File: config.mk
export PLATFORM = sky130hd
export DESIGN_NAME = countdown_ctrl
export DESIGN_NICKNAME = d
export VERILOG_FILES = /design/src/rtl/countdown_pkg.sv /design/src/rtl/tick_prescaler.sv /design/src/rtl/countdown_ctrl.sv
export SDC_FILE = /design/constraint.sdc
export NUM_CORES = 1
export LEC_CHECK = 0
export BUFFER_PORTS_ARGS = -buffer_cell sky130_fd_sc_hd__buf_2
export CORE_MARGIN = 8
export CORE_UTILIZATION = 39
export DETAILED_ROUTE_END_ITERATION = 6
export PLACE_DENSITY = 0.63
export SETUP_SLACK_MARGIN = 0.05
export SYNTH_ARGS = -nofsm -noshare
export SYNTH_HDL_FRONTEND = slang
export SYNTH_HIERARCHICAL = 1
export SYNTH_SLANG_ARGS = --single-unit
File: constraint.sdc
create_clock -name clk -period 4.7 [get_ports clk]
set_input_delay 0.235 -clock clk [delete_from_list [all_inputs] [get_ports clk]]
set_output_delay 0.235 -clock clk [all_outputs]
set_load 0.02 [all_outputs]
File: src/rtl/countdown_pkg.sv
// Shared types and helpers for the countdown controller: FSM states and BCD digit arithmetic.
package countdown_pkg;

  typedef enum logic [2:0] {
    IDLE,
    ARMED,
    RUN,
    PAUSE,
    ALARM
  } state_e;

  typedef logic [3:0] bcd_t;

  typedef struct packed {
    bcd_t tens;
    bcd_t units;
  } bcd2_t;

  localparam bcd_t       BCD_MAX_UNITS = 4'd9;
  localparam logic [7:0] ENTRY_MAX     = 8'h50;

  // Two-digit BCD decrement; units borrow wraps to 9 and takes one from tens.
  function automatic bcd2_t bcd2_dec(input bcd2_t v);
    bcd2_t r;
    if (v.units == 4'd0) begin
      r.units = BCD_MAX_UNITS;
      r.tens  = v.tens - 4'd1;
    end else begin
      r.units = v.units - 4'd1;
      r.tens  = v.tens;
    end
    return r;
  endfunction

  function automatic logic bcd2_is_zero(input bcd2_t v);
    return (v.tens == 4'd0) && (v.units == 4'd0);
  endfunction

endpackage

File: src/rtl/tick_prescaler.sv
// Divides clk down to a one-cycle tick every CLK_DIV enabled cycles, plus a 2 Hz phase for the alarm.
module tick_prescaler #(
  parameter int unsigned CLK_DIV = 50_000_000
) (
  input  logic clk,
  input  logic reset_n,
  input  logic en,
  input  logic clr,
  output logic tick_c,
  output logic phase_c
);

  localparam int unsigned CNT_W = (CLK_DIV > 1) ? $clog2(CLK_DIV) : 1;
  localparam logic [CNT_W-1:0] LAST = CNT_W'(CLK_DIV - 1);
  localparam logic [CNT_W-1:0] Q1   = CNT_W'(CLK_DIV / 4);
  localparam logic [CNT_W-1:0] Q2   = CNT_W'(CLK_DIV / 2);
  localparam logic [CNT_W-1:0] Q3   = CNT_W'((3 * CLK_DIV) / 4);

  logic [CNT_W-1:0] cnt;

  // Clear wins over enable; the count holds while disabled so a pause resumes mid-second.
  always_ff @(posedge clk or negedge reset_n) begin
    if (!reset_n) begin
      cnt <= '0;
    end else if (clr) begin
      cnt <= '0;
    end else if (en) begin
      cnt <= (cnt == LAST) ? '0 : cnt + CNT_W'(1);
    end
  end

  assign tick_c  = en && !clr && (cnt == LAST);
  assign phase_c = (cnt < Q1) || ((cnt >= Q2) && (cnt < Q3));

endmodule

File: src/rtl/countdown_ctrl.sv
// Countdown sequencer: loads a BCD entry, counts it down once per second, owns the speaker.
// Build option ALARM_PULSE_EN: alarm tone gated by a 2 Hz square wave instead of steady on.
module countdown_ctrl #(
  parameter int unsigned CLK_DIV      = 50_000_000,
  parameter int unsigned ERR_BEEP_CYC = 25_000_000,
  parameter int unsigned ALARM_SEC    = 5
) (
  input  logic       clk,
  input  logic       reset_n,
  input  logic       entry_ok,
  input  logic       entry_err,
  input  logic [3:0] ent_tens,
  input  logic [3:0] ent_units,
  input  logic       start_pause,
  input  logic       clear,
  output logic [3:0] cnt_tens,
  output logic [3:0] cnt_units,
  output logic       running,
  output logic       done,
  output logic       speaker
);

  import countdown_pkg::*;

  localparam int unsigned BEEP_W = $clog2(ERR_BEEP_CYC + 1);
  localparam int unsigned ALM_W  = (ALARM_SEC > 1) ? $clog2(ALARM_SEC) : 1;
  localparam logic [BEEP_W-1:0] BEEP_LOAD = BEEP_W'(ERR_BEEP_CYC);
  localparam logic [ALM_W-1:0]  ALM_LAST  = ALM_W'(ALARM_SEC - 1);

  state_e            state, state_d;
  bcd2_t             cnt, cnt_d;
  bcd2_t             entry_c, dec_c;
  logic [BEEP_W-1:0] beep_cnt, beep_d;
  logic [ALM_W-1:0]  alm_cnt, alm_d;
  logic              done_d, running_d, speaker_d;
  logic [2:0]        ok_sync, err_sync;
  logic              ok_evt_c, err_evt_c;
  logic              presc_en_c, presc_clr_c, tick_c, alarm_phase_c, alarm_gate_c;

  // Two-flop synchronisers plus a history flop for rising-edge detection.
  always_ff @(posedge clk or negedge reset_n) begin
    if (!reset_n) begin
      ok_sync  <= '0;
      err_sync <= '0;
    end else begin
      ok_sync  <= {ok_sync[1:0], entry_ok};
      err_sync <= {err_sync[1:0], entry_err};
    end
  end

  assign ok_evt_c  = ok_sync[1] && !ok_sync[2];
  assign err_evt_c = err_sync[1] && !err_sync[2];

  assign entry_c = {ent_tens, ent_units};
  assign dec_c   = bcd2_dec(cnt);

  // Prescaler runs in RUN and ALARM; it restarts on every start from ARMED and on clear.
  assign presc_en_c  = (state == RUN) || (state == ALARM);
  assign presc_clr_c = clear || ((state == ARMED) && start_pause);

  tick_prescaler #(
    .CLK_DIV (CLK_DIV)
  ) u_prescaler (
    .clk     (clk),
    .reset_n (reset_n),
    .en      (presc_en_c),
    .clr     (presc_clr_c),
    .tick_c  (tick_c),
    .phase_c (alarm_phase_c)
  );

`ifdef ALARM_PULSE_EN
  assign alarm_gate_c = alarm_phase_c;
`else
  logic unused_phase;
  assign unused_phase = alarm_phase_c;
  assign alarm_gate_c = 1'b1;
`endif

  always_ff @(posedge clk or negedge reset_n) begin
    if (!reset_n) begin
      state    <= IDLE;
      cnt      <= '0;
      beep_cnt <= '0;
      alm_cnt  <= '0;
      done     <= 1'b0;
      running  <= 1'b0;
      speaker  <= 1'b0;
    end else begin
      state    <= state_d;
      cnt      <= cnt_d;
      beep_cnt <= beep_d;
      alm_cnt  <= alm_d;
      done     <= done_d;
      running  <= running_d;
      speaker  <= speaker_d;
    end
  end

  always_comb begin
    state_d   = state;
    cnt_d     = cnt;
    beep_d    = beep_cnt;
    alm_d     = alm_cnt;
    done_d    = 1'b0;
    running_d = 1'b0;
    speaker_d = 1'b0;

    // Error beep: a fresh edge (re)loads the timer unless the alarm owns the speaker.
    if (beep_cnt != '0) beep_d = beep_cnt - BEEP_W'(1);
    if (err_evt_c && (state != ALARM)) beep_d = BEEP_LOAD;

    unique case (state)
      IDLE: begin
        if (ok_evt_c) begin
          cnt_d   = entry_c;
          state_d = ARMED;
        end
      end
      ARMED: begin
        if (start_pause) begin
          // A loaded 00 has nothing to count: alarm straight away.
          if (bcd2_is_zero(cnt)) begin
            done_d  = 1'b1;
            alm_d   = '0;
            state_d = ALARM;
          end else begin
            state_d = RUN;
          end
        end else if (ok_evt_c) begin
          cnt_d = entry_c;
        end
      end
      RUN: begin
        if (tick_c) begin
          cnt_d = dec_c;
          if (bcd2_is_zero(dec_c)) begin
            done_d  = 1'b1;
            alm_d   = '0;
            state_d = ALARM;
          end
        end
        if (start_pause && (state_d == RUN)) state_d = PAUSE;
      end
      PAUSE: begin
        if (start_pause) state_d = RUN;
      end
      ALARM: begin
        if (start_pause) begin
          state_d = IDLE;
        end else if (tick_c) begin
          if (alm_cnt == ALM_LAST) state_d = IDLE;
          else                     alm_d   = alm_cnt + ALM_W'(1);
        end
      end
      default: state_d = IDLE;
    endcase

    if (state_d == ALARM) beep_d = '0;

    if (clear) begin
      state_d = IDLE;
      cnt_d   = '0;
      beep_d  = '0;
      alm_d   = '0;
      done_d  = 1'b0;
    end

    running_d = (state_d == RUN);
    speaker_d = ((state_d == ALARM) && alarm_gate_c) || (beep_d != '0);
  end

  assign cnt_tens  = cnt.tens;
  assign cnt_units = cnt.units;

endmodule

==> results of run 1 <==
==> metrics by stage <==
stage               power [mW]  cell area (um^2)
finish                   2.152              5207
global route             2.259              5207
CTS                      2.165              5207
detailed placement       1.347              4842
global placement         1.341              4842
floorplan                1.211              4652
==> power by group through the flow <==
stage | clock network, mW | logic [mW] | registers, mW
after global routing | 0.845 | 0.610 | 0.804
after detailed placement | 0 | 0.545 | 0.802
after CTS | 0.824 | 0.549 | 0.792
final | 0.807 | 0.551 | 0.794
after floorplan | 0 | 0.434 | 0.777
after global placement | 0 | 0.540 | 0.801
==> registers in the layout, summed over array words and instances, names as in the netlist <==
signal / flops
ok_sync: 3
done: 1
cnt_tens: 4
speaker: 1
err_sync: 3
running: 1
cnt_units: 4
alm_cnt: 3
u_prescaler/cnt: 26
beep_cnt: 25
state: 3
==> worst paths after layout <==
check	endpoint
max	speaker
min	u_prescaler/cnt[22]
max reg2reg	speaker
min reg2reg	ok_sync[1]
max in group asynchronous	beep_cnt[10]
min in group clk	cnt_tens[3]
==> per-layer routing <==
| metal | wire length (um) | GRT usage [%] | share of wire, % |
|---|---|---|---|
| met5 | 0 | 0 | 0 |
| met4 | 192 | 6.089 | 1.7 |
| met3 | 422 | 2.720 | 3.7 |
| met2 | 5483 | 24.42 | 49 |
| met1 | 5199 | 18.91 | 46 |
==> area by class of cell <==
cell class / instances / area, um^2 / area share [%]
clock buffer: 12 / 246.5 / 4.733
clock inverter: 4 / 98.84 / 1.898
inverter: 16 / 60.06 / 1.153
multi-input combinational: 388 / 2571 / 49.38
sequential: 74 / 1852 / 35.56
tap: 147 / 183.9 / 3.532
timing repair buffer: 33 / 195.2 / 3.748
==> timing repair <==
| item | 4_1_cts | 5_1_grt |
|---|---|---|
| endpoints found under the hold margin | 2 | 0 |
| hold buffers | 2 | 0 |
| setup buffers | 0 | 0 |
| setup endpoints to repair | 0 | 0 |
==> key figures, run 1 <==
Outcome
  – Result of the run: completed

Power
  – Clock power share: 37.5%
  – Ratio of total power to cell area: 413.2 nW/um^2
  – Switching Fraction: 32.47%
  – Leakage Power: 2.100 nW
  – Cell internal power dissipation: 1.453 mW
  – Sequential cell fraction of total power: 36.9%
  – Worst vdd ir: 158.3 uV
  – Sw power: 0.6988 mW
  – Gate power share: 25.6%

Placement
  – Buffers on Ports: 24
  – Number of cells after detailed placement: 656
  – Post-detail-place hpwl: 7986 um
  – Placer Congestion: 0.8991
  – DP Worst Slack: 0.7982 ns

STA
  – Number of endpoints with negative hold slack in the final report: 0
  – Clock period minus worst slack: 4.041 ns
  – Min setup slack post-route: 0.6591 ns
  – Worst clock skew on the final layout: 0.007317 ns
  – Number of failing setup endpoints in the final timing report: 0
  – Final-layout setup total negative slack: 0 ns
  – Unrepaired setup endpoints after global routing: false
  – Maximum clock frequency: 247.5 MHz
  – Final period utilization: 85.98%
  – Max-Slew Margin vs Limit: 37.06%
  – Slew at the pin with the worst max-slew slack: 0.9441 ns
  – Pins Over Slew Limit: 0
  – Final Hold Slack: 0.03151 ns

Setup path
  – Slowest Stage Delay on Critical Path: 0.54 ns
  – Flop2flop setup slack: 0.66 ns
  – Combined buffer and inverter count along the critical path: 0
  – Required time of the worst setup path: 4.90 ns
  – Arrival time reported for the critical path endpoint: 4.24 ns
  – Start point of the critical path: u_prescaler/cnt[0]
  – Cell family with the largest share of critical-path delay: simple AND/OR/NAND/NOR gates
  – FF-to-FF Start: u_prescaler/cnt[0]
  – Startpoint type of the worst setup path: flip-flop
  – Slowest library cell on the worst path: or4_1
  – Cell Chain, Critical Path: ha_1 > nand3_2 > nor4_4 > and2_4 > and3_1 > nor2b_1 > nand4_1 > nand2_1 > or4_1 > o32ai_1 > a2111oi_0 > nand4bb_1 > or4_1
  – WP depth: 13
  – Critical path class: reg -> reg
  – Worst reg-to-reg path cell count: 13
  – Worst Path Max Fanout: 9
  – Critical path's most frequent cell: or4_1
  – CP endpoint kind: flip-flop

Cells and area
  – Area growth syn-to-layout: 11.94%
  – Number of antenna cells inserted: 0
  – Utilization after layout: 44.09%
  – Final non-filler cell total: 674
  – Highest-count cells in the layout ignoring fill and taps: dfrtp_1 (74), nor2_1 (55), a21oi_1 (42)
  – Fraction of layout instances using a drive strength above 1: 14.42%
  – Filler cells: 1142
  – Most common cell after layout, fill and taps aside: dfrtp_1
  – Number of nets in the layout: 543

Floorplanning
  – Total I/O pin count: 25
  – Height of the die: 125.2 um
  – Standard cell core area: 11810 um^2
  – Floorplan die width: 125.2 um
  – Total number of placement rows: 40
  – Die Area: 15680 um^2
  – Starting density of the core: 39.39%

CTS
  – Clock transition time at the flip-flop clock pins of the worst setup and hold paths: 0.06 ns
  – Number of sinks on the clock net: 74
  – CTS-repair resized insts: 0
  – CTS tree: done
  – Max Root-Sink Buffers: 2
  – Worst-skew pair later-pin latency: 0.34 ns
  – Count of H-tree levels built during CTS: 3
  – CTS buffer count: 9
  – Clk Tree Root Cell: clkbuf_16

Route
  – Vias per std cell: 5.899
  – Total Routed Length: 11300 um
  – Final ANT Viol Nets: 0
  – Total via count after detailed routing: 3976
  – Per-cell routed wire length: 16.76 um
  – DRT iter0 DRCs: 261
  – First-pass iteration count of the detailed router: 7
  – Number of remaining DRC errors: 0

Synth
  – Total of warnings raised by yosys: 6
  – Cell area after technology mapping: 4652 um^2
  – Syn_area_per_cell: 9.175 um^2
  – Post-Synthesis Cells: 507
  – Synth Net Count: 528

GRT
  – Sum of overflow across all layers after global routing: 0
  – Vias in the first global route: 3910
  – Overall Global Routing Usage: 14.88%
  – Maximum number of pins on one net before global-route repair: 75
  – Antenna violations before repair: 0
  – First-pass GRT wire length: 19400 um

Min path
  – Kind of path behind the tightest hold check: in -> async

Run
  – Number of violations of the max-capacitance limit: 0
(Power assumes the default switching activity.)
==> run 2, diff against run 1 <==
Settings changed: CELL_PAD_IN_SITES_DETAIL_PLACEMENT from default to 0, CELL_PAD_IN_SITES_GLOBAL_PLACEMENT from default to 1, PLACE_DENSITY 0.63 to 0.76.
==> run 2 against run 1 <==
Flip-flop and latch count is the same. Core utilization shrank 0.73 points. Cell count shrank 0.45%. Global-route usage grew 0.12 points. Routed wire length grew 0.65%. Count of clock-buffer cells in the layout grew 1. Non-clock buffer count shrank 2. Largest cell class unchanged. Highest routed layer unchanged.
==> key figures, run 2 (synthesis results as in run 1) <==
CTS
  – Worst-skew pair later-pin latency: 0.35 ns
  – Number of setup buffers added after CTS: 0
  – Number of sinks on the clock net: 74
  – CTS buffer count: 9
  – Max Root-Sink Buffers: 2
  – Clock transition time at the flip-flop clock pins of the worst setup and hold paths: 0.06 ns
  – Count of H-tree levels built during CTS: 3
  – Clk Tree Root Cell: clkbuf_16
  – CTS tree: done

STA
  – Pins Over Slew Limit: 0
  – Final period utilization: 87.28%
  – Slew at the pin with the worst max-slew slack: 0.9461 ns
  – Maximum clock frequency: 243.8 MHz
  – Final-layout setup total negative slack: 0 ns
  – Clock period minus worst slack: 4.102 ns
  – Max-Slew Margin vs Limit: 36.93%
  – Worst clock skew on the final layout: 0.008011 ns
  – Number of endpoints with negative hold slack in the final report: 0
  – Number of failing setup endpoints in the final timing report: 0
  – Unrepaired setup endpoints after global routing: false

Setup path
  – Worst Path Max Fanout: 13
  – Startpoint type of the worst setup path: flip-flop
  – Worst reg-to-reg path cell count: 14
  – CP endpoint kind: flip-flop
  – Critical register-to-register path endpoint: speaker
  – Arrival time reported for the critical path endpoint: 4.31 ns
  – Required time of the worst setup path: 4.91 ns
  – Critical path class: reg -> reg
  – Flop2flop setup slack: 0.60 ns
  – FF-to-FF Start: u_prescaler/cnt[0]

GRT
  – Most Used Layer, Global Route: met2
  – First-pass GRT wire length: 19420 um
  – Met1 routing resource usage after global routing: 19.65%
  – Global Route met2 Usage: 23.91%
  – Vias in the first global route: 3846
  – Sum of overflow across all layers after global routing: 0
  – Antenna violations before repair: 0
  – Overall Global Routing Usage: 15.00%
  – GR met3 Demand/Resource: 3.230%
  – Maximum number of pins on one net before global-route repair: 75

Cells and area
  – Number of antenna cells inserted: 0
  – Fraction of layout instances using a drive strength above 1: 13.93%
  – Filler cells: 1176
  – Area of the multi-input gates: 2572 um^2
  – Number of nets in the layout: 541
  – Highest-count cells in the layout ignoring fill and taps: dfrtp_1 (74), nor2_1 (55), a21oi_1 (42)
  – Most common cell after layout, fill and taps aside: dfrtp_1
  – Area taken by flip-flops and latches: 1852 um^2
  – Flip-flop count of the largest register, all copies and words added: 26
  – Area growth syn-to-layout: 10.09%
  – Register bank with the most flops: u_prescaler/cnt
  – Top flop regs: u_prescaler/cnt: 26 flops, beep_cnt: 25 flops

Power
  – Sequential cell fraction of total power: 40.0%
  – Ratio of total power to cell area: 387.4 nW/um^2
  – Total chip power: 1.984 mW
  – Leakage Power: 2.054 nW
  – Gate power share: 27.6%
  – Sw power: 0.6820 mW
  – Cell internal power dissipation: 1.302 mW
  – Worst vdd ir: 189.2 uV
  – Clock power share: 32.3%
  – Switching Fraction: 34.38%

Placement
  – Buffers on Ports: 24
  – Post-detail-place hpwl: 8017 um
  – Placer Congestion: 0.8577

Route
  – Final ANT Viol Nets: 0
  – Vias per std cell: 5.897
  – First-pass iteration count of the detailed router: 6
  – Total Routed Length: 11370 um
  – Total via count after detailed routing: 3957
  – Per-cell routed wire length: 16.94 um
  – DRT iter0 DRCs: 311
  – Number of remaining DRC errors: 0

Floorplanning
  – Floorplan die width: 125.2 um
  – Starting density of the core: 39.39%
  – Total number of placement rows: 40
  – Die Area: 15680 um^2
  – Height of the die: 125.2 um
  – Standard cell core area: 11810 um^2
  – Total I/O pin count: 25

Outcome
  – Result of the run: completed

Min path
  – Kind of path behind the tightest hold check: in -> async

Run
  – Number of violations of the max-capacitance limit: 0
run 2: final cells by class:
cell class	instances	area share [%]
well taps	147	3.591
clock inverters	2	0.2443
repair buffers	31	3.518
multi-input cells	388	50.23
inverters	16	1.173
clock buffers	13	5.082
flip-flops and latches	74	36.16
run 2: stage by stage:
stage	cell area (um^2)	setup WS (ns)	hold slack [ns]	utilization (%)	instances
after CTS	5120	0.5556	0.07578	43.35	671
after detailed placement	4827	0.5786	0.3347	40.87	654
after floorplan	4652	1.100	-0.06059	-	507
after global routing	5121	0.1533	0.1330	43.36	671
after global placement	4827	0.7079	0.3322	40.87	654
final	5121	0.5981	0.01909	43.36	671
run 2: worst max-delay path, cell delays in order, from the launching register on:
cell       delay, ns
dfrtp_1         0.41
ha_1            0.26
nand3_2         0.18
nor4_4          0.51
and2_4          0.28
and3_1          0.21
nor2b_1         0.28
nand4_1         0.19
nand3_1         0.12
buf_4           0.19
a31oi_1         0.08
a41o_1          0.24
a2111oi_1       0.39
nand4bb_1       0.13
or4_1           0.50
run 2: power by group through the flow:
stage / Sequential (mW) / Combinational (mW) / Clock, mW
4_1_cts: 0.794 / 0.546 / 0.661
2_1_floorplan: 0.777 / 0.434 / 0
5_1_grt: 0.807 / 0.609 / 0.689
6_report: 0.794 / 0.548 / 0.641
3_3_place_gp: 0.802 / 0.542 / 0
3_5_place_dp: 0.804 / 0.541 / 0
run 2: how the worst max path moves through the flow:
| stage | startpoint | endpoint | slack (ns) | cells after the start |
|---|---|---|---|---|
| 2_1_floorplan | u_prescaler/cnt[7] | speaker | 1.10 | 14 |
| 3_3_place_gp | u_prescaler/cnt[8] | speaker | 0.71 | 13 |
| 3_5_place_dp | u_prescaler/cnt[0] | speaker | 0.58 | 14 |
| 4_1_cts | u_prescaler/cnt[0] | speaker | 0.56 | 14 |
| 5_1_grt | u_prescaler/cnt[0] | speaker | 0.15 | 14 |
| 6_report | u_prescaler/cnt[0] | speaker | 0.60 | 14 |
run 2: timing repair:
action | 4_1_cts | 5_1_grt
hold buffers | 2 | 0
hold endpoints to repair | 2 | 0
setup endpoints to repair | 0 | 1
resized for setup | 0 | 1
run 2: metal layers:
metal	up-vias	wire length (um)
li1	1903	-
met1	1960	5419
met2	81	5365
met3	13	429
met4	0	157
met5	-	0
==> run 3, diff against run 2 <==
Settings changed: BUFFER_PORTS_ARGS -buffer_cell sky130_fd_sc_hd__buf_2 to -buffer_cell sky130_fd_sc_hd__clkbuf_2.
==> run 3 against run 2 <==
First-iteration DRC count stayed put. Sequential share of layout area is 0.65 points lower. Cell count is 0.45% higher. Clock power is 28% higher. Worst hold slack better by 0.022 ns. Maximum frequency is 1.2% lower. Die area stayed put. Critical path type unchanged.
==> key figures, run 3 (synthesis results as in run 1) <==
GRT
  – Vias in the first global route: 3869
  – Sum of overflow across all layers after global routing: 0
  – Antenna violations before repair: 0
  – Maximum number of pins on one net before global-route repair: 75
  – First-pass GRT wire length: 19310 um
  – Overall Global Routing Usage: 14.82%

Route
  – Total Routed Length: 11320 um
  – Per-cell routed wire length: 16.80 um
  – Final ANT Viol Nets: 0
  – Vias per std cell: 5.825
  – DRT iter0 DRCs: 311
  – Total via count after detailed routing: 3926
  – First-pass iteration count of the detailed router: 4
  – Number of remaining DRC errors: 0

Setup path
  – Start point of the critical path: u_prescaler/cnt[0]
  – Worst reg-to-reg path cell count: 15
  – Critical path class: reg -> reg
  – Flop2flop setup slack: 0.55 ns
  – Arrival time reported for the critical path endpoint: 4.36 ns
  – Worst Path Max Fanout: 13
  – Required time of the worst setup path: 4.91 ns
  – Critical register-to-register path endpoint: speaker
  – CP endpoint: speaker
  – CP endpoint kind: flip-flop
  – FF-to-FF Start: u_prescaler/cnt[0]
  – Startpoint type of the worst setup path: flip-flop

CTS
  – Max Root-Sink Buffers: 2
  – Clk Tree Root Cell: clkbuf_16
  – Count of H-tree levels built during CTS: 3
  – Clock transition time at the flip-flop clock pins of the worst setup and hold paths: 0.06 ns
  – Number of sinks on the clock net: 74
  – CTS tree: done
  – CTS buffer count: 9
  – Worst-skew pair later-pin latency: 0.34 ns
  – Number of setup buffers added after CTS: 0

Floorplanning
  – Total number of placement rows: 40
  – Die Area: 15680 um^2
  – Height of the die: 125.2 um
  – Total I/O pin count: 25
  – Starting density of the core: 39.39%
  – Floorplan die width: 125.2 um
  – Standard cell core area: 11810 um^2

Cells and area
  – Highest-count cells in the layout ignoring fill and taps: dfrtp_1 (74), nor2_1 (55), a21oi_1 (42)
  – Area growth syn-to-layout: 12.10%
  – Flip-flop count of the largest register, all copies and words added: 26
  – Number of nets in the layout: 543
  – Utilization after layout: 44.15%
  – Number of antenna cells inserted: 0
  – Fraction of layout instances using a drive strength above 1: 14.80%
  – Top flop regs: u_prescaler/cnt: 26 flops, beep_cnt: 25 flops
  – Register bank with the most flops: u_prescaler/cnt
  – Most common cell after layout, fill and taps aside: dfrtp_1

STA
  – Slew at the pin with the worst max-slew slack: 0.9595 ns
  – Max-Slew Margin vs Limit: 36.03%
  – Final-layout setup total negative slack: 0 ns
  – Pins Over Slew Limit: 0
  – Worst clock skew on the final layout: 0.009991 ns
  – Unrepaired setup endpoints after global routing: false
  – Number of endpoints with negative hold slack in the final report: 0
  – Number of failing setup endpoints in the final timing report: 0
  – Clock period minus worst slack: 4.152 ns
  – Maximum clock frequency: 240.9 MHz
  – Final period utilization: 88.34%

Power
  – Leakage Power: 2.105 nW
  – Ratio of total power to cell area: 414.5 nW/um^2
  – Worst vdd ir: 234.4 uV

Min path
  – Kind of path behind the tightest hold check: in -> async

Placement
  – Buffers on Ports: 24
  – Post-detail-place hpwl: 7952 um
  – Placer Congestion: 0.8734

Run
  – Number of violations of the max-capacitance limit: 0

Outcome
  – Result of the run: completed
==> run 3: cell type report <==
type | instances | area [um^2]
fillers | 1121 | 6596
multi-input cells | 388 | 2571
flip-flops and latches | 74 | 1852
clock buffers | 11 | 252.7
repair buffers | 33 | 195.2
well taps | 147 | 183.9
clock inverters | 5 | 100.1
inverters | 16 | 60.06
==> run 3: critical path: stages, from the launching register on <==
cell	delay (ns)
dfrtp_1	0.42
ha_1	0.26
nand3_2	0.18
nor4_4	0.28
buf_4	0.20
and2_4	0.18
and3_1	0.22
nor2b_1	0.28
nand4_1	0.19
nand3_1	0.12
buf_4	0.20
a31oi_1	0.08
a41o_1	0.25
a2111oi_0	0.49
nand4bb_1	0.16
or4_1	0.51
==> run 3: per-layer routing <==
metal	part of all wire, %	wire length (um)	global-route usage (%)	vias to the layer above
li1	-	-	-	1905
met1	48	5472	19.66	1922
met2	46	5226	22.88	84
met3	3.6	410	2.762	15
met4	1.9	214	6.877	0
met5	0	0	0	-
==> run 3: through the flow <==
step | power [mW] | instances | setup WS (ns) | hold slack [ns] | cell area [um^2]
after floorplan | 1.211 | 507 | 1.100 | -0.06059 | 4652
after CTS | 2.177 | 674 | 0.6070 | 0.08794 | 5215
after global routing | 2.273 | 674 | 0.2670 | 0.1331 | 5215
after global placement | 1.346 | 656 | 0.7605 | 0.3336 | 4842
final | 2.162 | 674 | 0.5482 | 0.04066 | 5215
after detailed placement | 1.347 | 656 | 0.6360 | 0.3434 | 4842
==> run 3: worst min-delay path by stage <==
stage / from / endpoint / slack, ns
CTS: reset_n / u_prescaler/cnt[21] / 0.09
detailed placement: ok_sync[0] / ok_sync[1] / 0.34
global route: reset_n / u_prescaler/cnt[12] / 0.13
finish: reset_n / u_prescaler/cnt[25] / 0.04
global placement: err_sync[0] / err_sync[1] / 0.33
floorplan: reset_n / alm_cnt[0] / -0.06
==> run 3: where the power goes <==
part           total (mW)  switching, mW  leakage (nW)  internal (mW)
logic               0.551          0.327         0.936          0.224
clock network       0.820          0.274         0.176          0.546
registers           0.791         0.0959         0.993          0.695
total                2.16          0.697          2.10           1.46
==> run 3: what timing repair did <==
item | CTS | global route
hold buffers | 2 | 0
resized for setup | 0 | 0
endpoints found under the hold margin | 2 | 0
